[src/rtl/reg_scoreboard_pkg.sv]
`default_nettype none
// ============================================================================
// Module   : scoreboard_pkg
// Purpose  : Shared register-file geometry and delay-line entry type for the
//            decode-stage hazard scoreboard.
// Revision : 1.0  initial release
// ============================================================================
package scoreboard_pkg;

    localparam int NUM_REGS = 8;
    localparam int REG_W    = 3;

    // jal/jalr write the link register; decode resolves rd to this index
    localparam logic [REG_W-1:0] LINK_REG = 3'd7;

    typedef struct packed {
        logic             v;
        logic [REG_W-1:0] rd;
    } sb_entry_t;

    function automatic logic [NUM_REGS-1:0] reg_onehot(
        input logic             en,
        input logic [REG_W-1:0] r
    );
        reg_onehot    = '0;
        reg_onehot[r] = en;
    endfunction

endpackage
`default_nettype wire

[src/rtl/reg_scoreboard_if.sv]
`default_nettype none
// ============================================================================
// Module   : reg_scoreboard_if
// Purpose  : Decode-side control bundle between the decode stage (master)
//            and the hazard scoreboard (slave).
// Revision : 1.0  initial release
// ============================================================================
interface reg_scoreboard_if;
    import scoreboard_pkg::*;

    logic             dec_valid;
    logic [REG_W-1:0] rs;
    logic [REG_W-1:0] rt;
    logic             use_rs;
    logic             use_rt;
    logic             wr_en;
    logic [REG_W-1:0] rd;
    logic             flush;
    logic             stall;
    logic             issue;
    logic             busy;
    logic             retire_valid;
    logic [REG_W-1:0] retire_rd;
    logic             err;

    modport master (
        output dec_valid, rs, rt, use_rs, use_rt, wr_en, rd, flush,
        input  stall, issue, busy, retire_valid, retire_rd, err
    );

    modport slave (
        input  dec_valid, rs, rt, use_rs, use_rt, wr_en, rd, flush,
        output stall, issue, busy, retire_valid, retire_rd, err
    );

endinterface
`default_nettype wire

[src/rtl/reg_scoreboard_sb_delay_line.sv]
`default_nettype none
// ============================================================================
// Module   : sb_delay_line
// Purpose  : DEPTH-stage shift register of {v, rd} entries modelling the
//            EX..WB pipeline; cleared by reset or flush, exposes the tail.
// Revision : 1.0  initial release
// ============================================================================
module sb_delay_line
    import scoreboard_pkg::*;
#(
    parameter int DEPTH = 3
) (
    input  wire logic      clk,
    input  wire logic      rst,
    input  wire logic      i_flush,
    input  wire sb_entry_t i_entry,
    output sb_entry_t      o_tail,
    output logic           o_busy
);

    sb_entry_t        r_stage [DEPTH];
    logic [DEPTH-1:0] w_valid;

    always_ff @(posedge clk) begin
        if (rst || i_flush) begin
            for (int i = 0; i < DEPTH; i++) begin
                r_stage[i] <= '0;
            end
        end else begin
            r_stage[0] <= i_entry;
            for (int i = 1; i < DEPTH; i++) begin
                r_stage[i] <= r_stage[i-1];
            end
        end
    end

    generate
        for (genvar gi = 0; gi < DEPTH; gi++) begin : g_valid
            assign w_valid[gi] = r_stage[gi].v;
        end
    endgenerate

    assign o_tail = r_stage[DEPTH-1];
    assign o_busy = |w_valid;

endmodule
`default_nettype wire

[src/rtl/reg_scoreboard.sv]
`default_nettype none
// ============================================================================
// Module   : reg_scoreboard
// Purpose  : Decode-stage RAW hazard scoreboard for the 8 x 16-bit register
//            file: per-register pending counters, stall/issue, retire strobe.
//            Optional macro RF_BYPASS_EN: write-before-read register file,
//            a source whose last pending write retires this cycle is clear.
// Revision : 1.0  initial release
// ============================================================================
module reg_scoreboard
    import scoreboard_pkg::*;
#(
    parameter int DEPTH = 3,
    parameter int CNT_W = 2
) (
    input  wire logic        clk,
    input  wire logic        rst,
    reg_scoreboard_if.slave  sb
);

    localparam logic [CNT_W-1:0] c_cnt_max = '1;

    sb_entry_t                           w_in_entry;
    sb_entry_t                           w_tail;
    logic                                w_busy;
    logic                                w_hazard;
    logic                                w_stall;
    logic                                w_issue;
    logic                                w_wr_issue;
    logic                                w_err_set;
    logic [NUM_REGS-1:0]                 w_pend;
    logic [NUM_REGS-1:0]                 w_inc;
    logic [NUM_REGS-1:0]                 w_dec;
    logic [NUM_REGS-1:0][CNT_W-1:0]      r_cnt;
    logic                                r_err;

    assign w_dec = reg_onehot(w_tail.v, w_tail.rd);

    generate
        for (genvar gr = 0; gr < NUM_REGS; gr++) begin : g_pend
`ifdef RF_BYPASS_EN
            assign w_pend[gr] = (r_cnt[gr] - CNT_W'(w_dec[gr])) != '0;
`else
            assign w_pend[gr] = (r_cnt[gr] != '0);
`endif
        end
    endgenerate

    assign w_hazard   = sb.dec_valid &
                        ((sb.use_rs & w_pend[sb.rs]) | (sb.use_rt & w_pend[sb.rt]));
    assign w_stall    = w_hazard & ~sb.flush;
    assign w_issue    = sb.dec_valid & ~w_stall & ~sb.flush;
    assign w_wr_issue = w_issue & sb.wr_en;
    assign w_inc      = reg_onehot(w_wr_issue, sb.rd);

    // rd is zeroed for bubbles so retire_rd reads 0 whenever retire_valid is low
    assign w_in_entry.v  = w_wr_issue;
    assign w_in_entry.rd = w_wr_issue ? sb.rd : '0;

    sb_delay_line #(
        .DEPTH (DEPTH)
    ) u_delay_line (
        .clk     (clk),
        .rst     (rst),
        .i_flush (sb.flush),
        .i_entry (w_in_entry),
        .o_tail  (w_tail),
        .o_busy  (w_busy)
    );

    // Same-register inc+dec cancels; saturation and underflow hold the count
    always_ff @(posedge clk) begin
        if (rst || sb.flush) begin
            r_cnt <= '0;
        end else begin
            for (int r = 0; r < NUM_REGS; r++) begin
                if (w_inc[r] && !w_dec[r] && (r_cnt[r] != c_cnt_max)) begin
                    r_cnt[r] <= r_cnt[r] + CNT_W'(1);
                end else if (w_dec[r] && !w_inc[r] && (r_cnt[r] != '0)) begin
                    r_cnt[r] <= r_cnt[r] - CNT_W'(1);
                end
            end
        end
    end

    always_comb begin
        w_err_set = 1'b0;
        for (int r = 0; r < NUM_REGS; r++) begin
            if (w_inc[r] && !w_dec[r] && (r_cnt[r] == c_cnt_max)) begin
                w_err_set = 1'b1;
            end
            if (w_dec[r] && !w_inc[r] && (r_cnt[r] == '0)) begin
                w_err_set = 1'b1;
            end
        end
    end

    always_ff @(posedge clk) begin
        if (rst) begin
            r_err <= 1'b0;
        end else if (w_err_set) begin
            r_err <= 1'b1;
        end
    end

    assign sb.stall        = w_stall;
    assign sb.issue        = w_issue;
    assign sb.busy         = w_busy;
    assign sb.retire_valid = w_tail.v;
    assign sb.retire_rd    = w_tail.rd;
    assign sb.err          = r_err;

endmodule
`default_nettype wire

[src/flat_wrapper.sv]
// flat-port wrapper written by rule: the top's interface ports become plain ports
module reg_scoreboard_flat import scoreboard_pkg::*;
#(
    parameter int DEPTH = 3,
    parameter int CNT_W = 2
)
  (clk, rst, sb_dec_valid, sb_rs, sb_rt, sb_use_rs, sb_use_rt, sb_wr_en, sb_rd, sb_flush, sb_stall, sb_issue, sb_busy, sb_retire_valid, sb_retire_rd, sb_err);
  reg_scoreboard_if sb_i ();
  input  wire logic clk;
  input  wire logic rst;
  input wire logic [$bits(sb_i.dec_valid)-1:0] sb_dec_valid;
  input wire logic [$bits(sb_i.rs)-1:0] sb_rs;
  input wire logic [$bits(sb_i.rt)-1:0] sb_rt;
  input wire logic [$bits(sb_i.use_rs)-1:0] sb_use_rs;
  input wire logic [$bits(sb_i.use_rt)-1:0] sb_use_rt;
  input wire logic [$bits(sb_i.wr_en)-1:0] sb_wr_en;
  input wire logic [$bits(sb_i.rd)-1:0] sb_rd;
  input wire logic [$bits(sb_i.flush)-1:0] sb_flush;
  output wire logic [$bits(sb_i.stall)-1:0] sb_stall;
  output wire logic [$bits(sb_i.issue)-1:0] sb_issue;
  output wire logic [$bits(sb_i.busy)-1:0] sb_busy;
  output wire logic [$bits(sb_i.retire_valid)-1:0] sb_retire_valid;
  output wire logic [$bits(sb_i.retire_rd)-1:0] sb_retire_rd;
  output wire logic [$bits(sb_i.err)-1:0] sb_err;
  assign sb_i.dec_valid = sb_dec_valid;
  assign sb_i.rs = sb_rs;
  assign sb_i.rt = sb_rt;
  assign sb_i.use_rs = sb_use_rs;
  assign sb_i.use_rt = sb_use_rt;
  assign sb_i.wr_en = sb_wr_en;
  assign sb_i.rd = sb_rd;
  assign sb_i.flush = sb_flush;
  assign sb_stall = sb_i.stall;
  assign sb_issue = sb_i.issue;
  assign sb_busy = sb_i.busy;
  assign sb_retire_valid = sb_i.retire_valid;
  assign sb_retire_rd = sb_i.retire_rd;
  assign sb_err = sb_i.err;
  reg_scoreboard #(.DEPTH(DEPTH), .CNT_W(CNT_W)) u_core (.clk(clk), .rst(rst), .sb(sb_i));
endmodule
[config.mk]
export PLATFORM = sky130hd
export DESIGN_NAME = reg_scoreboard_flat
export DESIGN_NICKNAME = d
export VERILOG_FILES = /design/src/rtl/reg_scoreboard_pkg.sv /design/src/rtl/reg_scoreboard_if.sv /design/src/rtl/reg_scoreboard_sb_delay_line.sv /design/src/rtl/reg_scoreboard.sv /design/src/flat_wrapper.sv
export SDC_FILE = /design/constraint.sdc
export NUM_CORES = 1
export LEC_CHECK = 0
export BUFFER_PORTS_ARGS = -buffer_cell sky130_fd_sc_hd__buf_2
export CAP_MARGIN = 25
export CORE_MARGIN = 3
export CORE_UTILIZATION = 36
export CTS_CLUSTER_SIZE = 28
export DETAILED_ROUTE_END_ITERATION = 16
export PLACE_DENSITY = 0.54
export SKIP_LAST_GASP = 1
export SYNTH_ARGS = -nofsm -noshare
export SYNTH_HDL_FRONTEND = slang
export SYNTH_HIERARCHICAL = 1
export SYNTH_SLANG_ARGS = --single-unit
export TNS_END_PERCENT = 50
[constraint.sdc]
create_clock -name clk -period 1.9 [get_ports clk]
set_input_delay 0.19 -clock clk [delete_from_list [all_inputs] [get_ports clk]]
set_output_delay 0.19 -clock clk [all_outputs]
set_load 0.005 [all_outputs]
==> results.json <==
{
  "run_status": "finished, violations left",
  "violated_checks": "negative setup slack",
  "cts_buffers": 5,
  "ys_top_cells_by_count": "29 x dfxtp_1, 19 x nor2_1, 14 x nand2_1, 13 x nor3_1, 11 x nor3b_2",
  "tightest_hold_check_type": "in -> reg",
  "power_density_nw_per_um2": 495,
  "io_pins": 24,
  "first_pass_grt_wire_length_um": 9290,
  "dp_hpwl_um": 4050,
  "worst-endpoint-arrival_ns": 2.30,
  "worst-r2r-setup-slack_ns": -0.19,
  "worstSetupStartpointType": "register",
  "routed-via-count": 1989,
  "synth.avg_cell_area_um2": 8.56,
  "antenna_violations_before_repair": 0,
  "maxSlewViolCount": 0,
  "core.rowCount": 26,
  "drive_above_1_share_pct": 48.7,
  "finalCritPeriodShare_pct": 110,
  "htree_num_levels": 2,
  "detail_route.wirelength_um": 5530,
  "final.setup.tns_ns": -1.71,
  "timing_hold_violations_final": 0,
  "dr.pass1.iters": 4,
  "max_clock_freq_mhz": 479,
  "yosys-top-cells-area": "dfxtp_1 30%, nor3b_2 7.1%, nor2_1 3.7%",
  "coreArea_um2": 5170,
  "rsz0062_at_grt": "yes",
  "clock_tree.root_cell": "clkbuf_8",
  "criticalPathCategory": "reg -> reg",
  "ir_worst_vdd_mv": 0.355,
  "track_usage_pct": 18.8,
  "syn-cell-area_um2": 1950,
  "grt.met3_usage_pct": 3.84,
  "ff_latch_count_synth": 29,
  "synth.net_count": 244,
  "die_w_um": 79.6,
  "met2_usage_pct": 32.0,
  "synth_enable_flop_cells": 0,
  "gp_congestion": 0.876,
  "postSynthCellCount": 228,
  "dpl_cell_area_um2": 2420,
  "port_buffer_count": 23,
  "clock-sinks": 29,
  "routed_length_per_instance_um": 15.0,
  "gr-max-usage-layer": "met2",
  "first_global_vias": 1977,
  "finalClockSkew_ns": 0.0102,
  "layout.cell_area.non_filler_um2": 2770,
  "yosys.cell_types.count": 54,
  "synth.yosys.seq_area_share_pct": 29.7,
  "synth.largest_area_cell": "dfxtp_1",
  "yosysWarnings": 6,
  "height_of_the_chip_um": 79.6,
  "post-route-min-period_ns": 2.09,
  "grt_max_degree": 17,
  "critical_path_peak_fanout": 5,
  "cts_hold_buf": 0,
  "yosys.area.top_type_share_pct": 29.7,
  "clk_transition_reported_paths_ns": 0.07,
  "setup_viol": 17,
  "insertion_delay_ns": 0.29,
  "power.leakage_nw": 1.04,
  "route.antenna.remaining_nets": 0,
  "globalRouteMet1Util_pct": 23.5,
  "max_capacitance_violation_count": 0,
  "num_antenna_cells": 0,
  "worstSetupEndpointType": "register",
  "required_ns": 2.11,
  "tightest_slew_ns": 0.375,
  "maxSlewHeadroom_pct": 74.7,
  "gr-total-overflow": 0,
  "finalWorstSetupSlack_ns": -0.189,
  "postSynth.asyncResetShare_pct": 0,
  "area.growth.synth_to_final_pct": 41.9,
  "synth_top_flop_cell": "dfxtp_1",
  "vias_per_cell": 5.40,
  "initial_core_util_pct": 37.7,
  "most_repeated_cell_in_the_gate_level_netlist_after_synthesis": "dfxtp_1",
  "tritoncts": "built",
  "dieArea_um2": 6340,
  "num-nets-final": 313,
  "remaining_drcs": 0,
  "clock_path_buffers": 2,
  "violation_count_after_the_first_detailed_routing_iteration": 91
}
==> kinds of logic (layout without fill, tap and decap cells) <==
| family | after synthesis | after routing | synth area share (%) |
|---|---|---|---|
| AO/OA/AOI/OAI | 65 | 65 | 25.8 |
| buffers and inverters | 22 | 91 | 6.80 |
| AND/OR/NAND/NOR | 111 | 112 | 37.1 |
| multiplexers | 1 | 1 | 0.577 |
| flip-flops | 29 | 29 | 29.7 |
==> path summary, 6_finish.rpt <==
path	cells after the start	end	start
worst max-delay path	9	u_core/r_cnt[0]	u_core/r_cnt[3]
worst min-delay path	3	u_core/u_delay_line/r_stage[0][1]	sb_rd[1]
worst max register to register	9	u_core/r_cnt[0]	u_core/r_cnt[3]
worst min register to register	1	u_core/u_delay_line/r_stage[0][10]	u_core/u_delay_line/r_stage[0][6]
==> per-layer routing <==
layer | vias to the layer above | routed length (µm)
met1 | 937 | 2620
met5 | - | 0
met3 | 2 | 191
li1 | 1017 | -
met4 | 0 | 30
met2 | 33 | 2690
==> stage by stage <==
step	setup WS (ns)	util, %	hold slack, ns	cells	total power, mW
floorplan	-0.0334	-	0.262	228	0.718
global placement	-0.254	46.9	0.444	353	0.797
detailed placement	-0.287	46.9	0.449	353	0.797
CTS	-0.192	52.4	0.307	368	1.38
global route	-0.335	53.6	0.337	368	1.44
finish	-0.189	53.6	0.304	368	1.37
==> flip-flops by register name, summed over array words and instances, names as in the netlist <==
signal / cells
u_core/r_cnt: 16
u_core/u_delay_line/r_stage: 12
u_core/sb.err: 1
==> layout make-up <==
type,count,area [µm²]
clock buffers,6,82.6
clock inverters,2,13.8
well taps,70,87.6
repair buffers,78,554
multi-input cells,178,1420
inverters,5,18.8
flip-flops and latches,29,591
fillers,492,2400
==> report_power, final <==
part / internal, mW / switching (mW)
logic: 0.0993 / 0.114
clock network: 0.293 / 0.254
registers: 0.610 / 0.00143
total: 1.00 / 0.370
==> layout by cell type (no fill, tap or decap), types with 3 or more instances in the layout <==
cell type  synthesis  routed
a211oi_1           8       4
a211oi_2           1       5
a21oi_1            8       8
a311oi_2           0       3
a31oi_1            5       4
and2_1             4       4
buf_2              1      23
buf_4              5      48
buf_6              4       7
clkbuf_8           0       6
dfxtp_1           29      21
dfxtp_2            0       8
inv_1              5       4
nand2_1           14      13
nand2b_1           8       8
nand3_1            5       4
nand4_1            4       4
nor2_1            19      17
nor3_1            13      11
nor3b_1            7       5
nor3b_2           11      13
nor4b_2            1       5
o211ai_1           3       3
o21ai_0           10       7
o21bai_1           4       4
or2_2              3       3
==> repair_timing <==
item	in CTS	in global routing
hold endpoints to repair	0	0
pin swaps	12	4
buffers inserted	6	0
endpoints found under the setup margin	19	22
gates resized for setup	34	13
cloned	1	0
==> critical path: stages (launching register included) <==
cell and delay (ns):
dfxtp_2 0.34, nor4b_2 0.25, a311oi_1 0.08, a32oi_2 0.21
buf_4 0.17, nand3_4 0.11, buf_6 0.17, o41ai_4 0.23
a21bo_1 0.26, a211oi_2 0.20
Note: power is estimated with default switching activity, not from simulation.
